$ cat src/rtl/iic_bus_monitor.sv
// iic_bus_monitor: conditions raw SCL/SDA pad inputs before they reach axi_iic.
// Synchronises and glitch-filters both lines, detects START/STOP, tracks bus
// busy, captures bytes with their ACK bit and flags SCL held low too long.
//
// Ports:
//   S_AXI_ACLK     in   clock (AXI domain)
//   S_AXI_ARESETN  in   asynchronous active-low reset
//   scl_raw        in   SCL from pad IOBUF
//   sda_raw        in   SDA from pad IOBUF
//   scl_f          out  filtered SCL (to axi_iic scl_i)
//   sda_f          out  filtered SDA (to axi_iic sda_i)
//   start_det      out  1-cycle pulse on any START
//   rep_start      out  1-cycle pulse on START while busy
//   stop_det       out  1-cycle pulse on STOP
//   bus_busy       out  high between START and STOP/timeout
//   byte_done      out  1-cycle pulse after the 9th SCL rise of a byte
//   byte_data[7:0] out  last captured byte, MSB first, held
//   ack_bit        out  SDA at the 9th SCL rise (0 = ACK), held
//   scl_stuck      out  SCL low for TIMEOUT_CYCLES while busy
module iic_bus_monitor #(
    parameter int unsigned SYNC_STAGES    = 2,
    parameter int unsigned FILT_LEN       = 4,
    parameter int unsigned TIMEOUT_CYCLES = 1_000_000
) (
    input  logic       S_AXI_ACLK,
    input  logic       S_AXI_ARESETN,
    input  logic       scl_raw,
    input  logic       sda_raw,
    output logic       scl_f,
    output logic       sda_f,
    output logic       start_det,
    output logic       rep_start,
    output logic       stop_det,
    output logic       bus_busy,
    output logic       byte_done,
    output logic [7:0] byte_data,
    output logic       ack_bit,
    output logic       scl_stuck
);

    localparam int unsigned FW = (FILT_LEN < 2) ? 1 : $clog2(FILT_LEN + 1);
    localparam int unsigned TW = (TIMEOUT_CYCLES < 2) ? 1 : $clog2(TIMEOUT_CYCLES + 1);
    localparam int unsigned BW = 4;

    typedef enum logic {IDLE, BUSY} state_t;

    logic [SYNC_STAGES-1:0] scl_sync, sda_sync;
    logic [FW-1:0]          scl_cnt, sda_cnt;
    logic                   scl_q, sda_q;
    logic                   scl_s, sda_s;

    state_t         state, state_n;
    logic [BW-1:0]  bit_cnt, bit_cnt_n;
    logic [7:0]     shreg, shreg_n;
    logic [7:0]     byte_data_n;
    logic           ack_n, byte_done_n, stuck_n;
    logic [TW-1:0]  to_cnt, to_cnt_n;

    logic start_c, stop_c, rise_c;

    assign scl_s = scl_sync[SYNC_STAGES-1];
    assign sda_s = sda_sync[SYNC_STAGES-1];

    // Line events from the previous and current filtered values
    assign start_c = scl_q & scl_f & sda_q & ~sda_f;
    assign stop_c  = scl_q & scl_f & ~sda_q & sda_f;
    assign rise_c  = ~scl_q & scl_f;

    // Synchronisers, glitch filters and edge-detect history; reset to idle-high bus
    always_ff @(posedge S_AXI_ACLK or negedge S_AXI_ARESETN) begin
        if (!S_AXI_ARESETN) begin
            scl_sync <= '1;
            sda_sync <= '1;
            scl_f    <= 1'b1;
            sda_f    <= 1'b1;
            scl_cnt  <= '0;
            sda_cnt  <= '0;
            scl_q    <= 1'b1;
            sda_q    <= 1'b1;
        end else begin
            scl_sync <= {scl_sync[SYNC_STAGES-2:0], scl_raw};
            sda_sync <= {sda_sync[SYNC_STAGES-2:0], sda_raw};
            scl_q    <= scl_f;
            sda_q    <= sda_f;
            if (scl_s != scl_f) begin
                if (scl_cnt == FW'(FILT_LEN - 1)) begin
                    scl_f   <= scl_s;
                    scl_cnt <= '0;
                end else begin
                    scl_cnt <= scl_cnt + FW'(1);
                end
            end else begin
                scl_cnt <= '0;
            end
            if (sda_s != sda_f) begin
                if (sda_cnt == FW'(FILT_LEN - 1)) begin
                    sda_f   <= sda_s;
                    sda_cnt <= '0;
                end else begin
                    sda_cnt <= sda_cnt + FW'(1);
                end
            end else begin
                sda_cnt <= '0;
            end
        end
    end

    // Bus state, byte capture and stuck-low timeout
    always_comb begin
        state_n     = state;
        bit_cnt_n   = bit_cnt;
        shreg_n     = shreg;
        byte_data_n = byte_data;
        ack_n       = ack_bit;
        byte_done_n = 1'b0;
        to_cnt_n    = '0;
        stuck_n     = scl_stuck & ~scl_f;
        case (state)
            IDLE: begin
                if (start_c) begin
                    state_n   = BUSY;
                    bit_cnt_n = '0;
                end
            end
            BUSY: begin
                if (start_c) begin
                    bit_cnt_n = '0;
                end else if (stop_c) begin
                    state_n   = IDLE;
                    bit_cnt_n = '0;
                end else begin
                    if (rise_c) begin
                        if (bit_cnt < BW'(8)) begin
                            shreg_n   = {shreg[6:0], sda_f};
                            bit_cnt_n = bit_cnt + BW'(1);
                        end else begin
                            byte_data_n = shreg;
                            ack_n       = sda_f;
                            byte_done_n = 1'b1;
                            bit_cnt_n   = '0;
                        end
                    end
                    if (!scl_f) begin
                        if (to_cnt == TW'(TIMEOUT_CYCLES - 1)) begin
                            stuck_n   = 1'b1;
                            state_n   = IDLE;
                            bit_cnt_n = '0;
                        end else begin
                            to_cnt_n = to_cnt + TW'(1);
                        end
                    end
                end
            end
        endcase
    end

    always_ff @(posedge S_AXI_ACLK or negedge S_AXI_ARESETN) begin
        if (!S_AXI_ARESETN) begin
            state     <= IDLE;
            bit_cnt   <= '0;
            shreg     <= '0;
            to_cnt    <= '0;
            start_det <= 1'b0;
            rep_start <= 1'b0;
            stop_det  <= 1'b0;
            bus_busy  <= 1'b0;
            byte_done <= 1'b0;
            byte_data <= '0;
            ack_bit   <= 1'b0;
            scl_stuck <= 1'b0;
        end else begin
            state     <= state_n;
            bit_cnt   <= bit_cnt_n;
            shreg     <= shreg_n;
            to_cnt    <= to_cnt_n;
            start_det <= start_c;
            rep_start <= start_c & (state == BUSY);
            stop_det  <= stop_c;
            bus_busy  <= (state_n == BUSY);
            byte_done <= byte_done_n;
            byte_data <= byte_data_n;
            ack_bit   <= ack_n;
            scl_stuck <= stuck_n;
        end
    end

endmodule

$ cat config.mk
export PLATFORM = sky130hd
export DESIGN_NAME = iic_bus_monitor
export DESIGN_NICKNAME = d
export VERILOG_FILES = /design/src/rtl/iic_bus_monitor.sv
export SDC_FILE = /design/constraint.sdc
export NUM_CORES = 1
export LEC_CHECK = 0
export ABC_AREA = 0
export BUFFER_PORTS_ARGS = -buffer_cell sky130_fd_sc_hd__buf_2
export CAP_MARGIN = 30
export CORE_MARGIN = 4
export CORE_UTILIZATION = 35
export CTS_CLUSTER_DIAMETER = 120
export CTS_CLUSTER_SIZE = 12
export DETAILED_ROUTE_END_ITERATION = 6
export PLACE_DENSITY = 0.6
export REMOVE_ABC_BUFFERS = 1
export SYNTH_ARGS = -nofsm -noshare
export SYNTH_HDL_FRONTEND = slang
export SYNTH_SLANG_ARGS = --single-unit
$ cat constraint.sdc
create_clock -name S_AXI_ACLK -period 2.8 [get_ports S_AXI_ACLK]
set_input_delay 0.56 -clock S_AXI_ACLK [delete_from_list [all_inputs] [get_ports S_AXI_ACLK]]
set_output_delay 0.56 -clock S_AXI_ACLK [all_outputs]
set_load 0.02 [all_outputs]
==> results by group <==
STA
  – RSZ-0062 raised after global routing: no
  – Worst-margin pin slew: 0.638 ns
  – Final setup TNS: 0 ns
  – Hold Vio Cnt, Final: 0
  – Slew Viols, Final: 0
  – Max-slew headroom: 0.575
  – Worst Clk Skew: 0.00622 ns
  – Fmax: 464 MHz
  – Final critical-path share of the clock period: 0.770
  – Endpoints failing setup: 0
  – Final Critical Period: 2.16 ns

GRT
  – Largest net degree at the start of global routing: 53
  – GRT Util Overall: 0.113
  – First-pass GRT wire length: 7690 µm
  – Initial antenna violation count: 0
  – Gr ovfl total: 0
  – Vias in the first global route: 1618

Floorplanning
  – Core ar.: 7210 µm²
  – # rows: 31
  – # IOs: 21
  – Die ar.: 8830 µm²
  – Die X: 94.0 µm
  – Die Y: 94.0 µm
  – Initial Utilization: 0.358

Yosys
  – Compound-Gate Fraction of Synth Area: 0.0658
  – Distinct cells, synth: 41
  – YS warnings: 0
  – XOR/XNOR Fraction of Synth Area: 0.0474
  – Synthesized area per cell: 11.8 µm²
  – Post-synthesis register bit count: 61
  – Seq/Total Area, Yosys: 0.594
  – Multiplexer area fraction after synthesis: 0.0784
  – Post-synth EDFFs: 0
  – Cell taking the most area after synthesis: dfrtp_1
  – Synth cell count leaders: 53 x dfrtp_1, 18 x mux2_2, 18 x nor2_1, 11 x nand2_1, 10 x inv_1
  – Post-synthesis adder-cell area fraction: 0.0194
  – Post-synth ARST share: 1.00
  – Largest family of logic cells by synthesized area: simple AND/OR/NAND/NOR gates
  – Count leader, synth: dfrtp_1
  – Post-Syn Instances: 219
  – Share of the synthesized area in the top cell type: 0.513
  – Top FF cell, synth: dfrtp_1
  – Synthesized cell area: 2590 µm²
  – Top cells by area, synth: dfrtp_1 51%, dfstp_2 8.1%, mux2_2 7.8%
  – Post-Synth Simple-Gate Area: 0.168

Finish
  – Non-Filler Instances: 349
  – Layout Utilization: 0.421
  – Multi-input combinational cell area: 980 µm²
  – Area grow syn2layout: 17.5%
  – Layout Nets: 253
  – Register Area: 1540 µm²
  – # diodes: 0
  – Layout cells sized above 1: 0.280
  – Post-route cell area: 3040 µm²
  – Fill count: 715

Setup path
  – Crit Path Class: flop to flop
  – R2r setup slk: 0.64 ns
  – Worst flop-to-flop path endpoint: to_cnt[16]
  – R2R Path Start: to_cnt[0]
  – Reg2reg path depth: 5
  – Worst EP arrival: 2.42 ns
  – CP Max Fanout: 7
  – Critical Path End Type: flop
  – Crit path from: to_cnt[0]
  – Worst EP required: 3.07 ns
  – Crit start category: flop

Detailed routing
  – Total Wirelength: 4410 µm
  – DRT Pass-1 Iters: 4
  – Post-DRT Antenna Nets: 0
  – Via count: 1654
  – Iter 0 DRT Violations: 52
  – Routed WL per cell: 12.6 µm
  – # DRC: 0
  – Drt via density: 4.74

Clock network
  – Post-CTS Setup Repair Bufs: 0
  – CTS tree: yes
  – Clock Path Buffers: 2
  – Clk pin slew, worst setup/hold paths: 0.07 ns
  – Hold bufs inserted after CTS: 0
  – Post_cts resized: 0
  – H-Tree Depth: 3
  – CTS Buf Count: 9
  – Clock root buffer: clkbuf_8
  – Clock Sinks: 61
  – Clk Latency, worst-skew pair: 0.34 ns

Placement
  – DP HPWL: 2920 µm
  – # port buffers: 20
  – RePlAce Congestion: 0.852
  – Area after DPL: 2800 µm²
  – Placed insts: 333

Outcome
  – Status: finished, final reports clean

Pwr
  – Pwr/cell area: 814 nW/µm²
  – Leak: 0.00138 µW
  – Peak supply drop: 262 µV

Hold path
  – Hold Path Class: input pin to asynchronous set/reset pin

Flow run
  – Max Cap Viol: 0
-- worst max-delay path: stages (launching register included) --
cell and delay, ns:
dfrtp_1 0.36, ha_1 0.21, nand2_1 0.14, or4_1 0.68, or4_4 0.56, a21oi_2 0.14
-- metrics by stage --
step,worst slack (ns),power (µW),hold WS (ns)
floorplan,0.753,1410,0.264
global route,0.558,2630,0.0555
CTS,0.638,2520,0.0430
finish,0.644,2470,0.0622
detailed placement,0.652,1560,0.348
global placement,0.702,1550,0.346
-- placed cells by master, fill, tap and decap left out, types with 2 or more instances in the layout --
cell	count
nor2b_1	4
o21ai_0	8
nand2b_1	3
dfstp_2	8
a31oi_1	3
inv_1	10
dfrtp_1	53
nor3b_1	3
bufinv_16	3
or3_1	4
nor2_1	18
nand2_1	11
xnor2_1	7
and3_1	3
nor3_1	6
buf_4	3
nand3_1	6
mux2_2	18
xor2_1	7
nand4_1	2
buf_2	20
o211ai_1	2
or4_1	7
o31ai_1	3
ha_1	4
a21oi_1	6
clkbuf_8	9
-- power by group --
part / total [µW] / internal [µW] / leakage, µW / switching, µW
Sequential: 1140 / 1020 / 0.000812 / 117
Clock: 931 / 591 / 0.000116 / 340
Combinational: 405 / 172 / 0.000452 / 233
Total: 2470 / 1780 / 0.00138 / 690
-- cell families (layout without fill, tap and decap cells) --
| kind of cell | Yosys count | after routing |
|---|---|---|
| AND/OR/NAND/NOR | 77 | 77 |
| AO/OA/AOI/OAI | 27 | 27 |
| multiplexers | 18 | 18 |
| adder cells (fa/ha/maj) | 4 | 4 |
| flip-flops | 61 | 61 |
| buffers and inverters | 18 | 49 |
| XOR/XNOR | 14 | 14 |
-- state kept, by name, summed over array words and instances, names as in the netlist, 2 cells and up --
register   cells
to_cnt        20
byte_data      8
shreg          8
bit_cnt        4
scl_cnt        3
sda_cnt        3
scl_sync       2
sda_sync       2
-- cell type report --
cell class                      instances  area share
Timing Repair Buffer                   23      0.0403
Clock buffer                           10      0.0420
Sequential cell                        61       0.506
Multi-Input combinational cell        140       0.322
Tap cell                               99      0.0408
Clock inverter                          6      0.0366
Inverter                               10      0.0124
-- worst max path at each step --
stage / endpoint / slack (ns) / cells after the start
after floorplan: shreg[0] / 0.75 / 3
after global placement: to_cnt[16] / 0.70 / 5
after detailed placement: to_cnt[16] / 0.65 / 5
after CTS: to_cnt[16] / 0.64 / 5
after global routing: to_cnt[16] / 0.56 / 5
final: to_cnt[16] / 0.64 / 5
-- layer usage --
layer  up-vias  wire length, µm  GRT usage
li1        826                -          -
met1       796             2150      0.148
met2        24             1970      0.164
met3         8              202     0.0433
met4         0               89     0.0554
met5         -                0          0
Power figures use the tool's default switching activity.
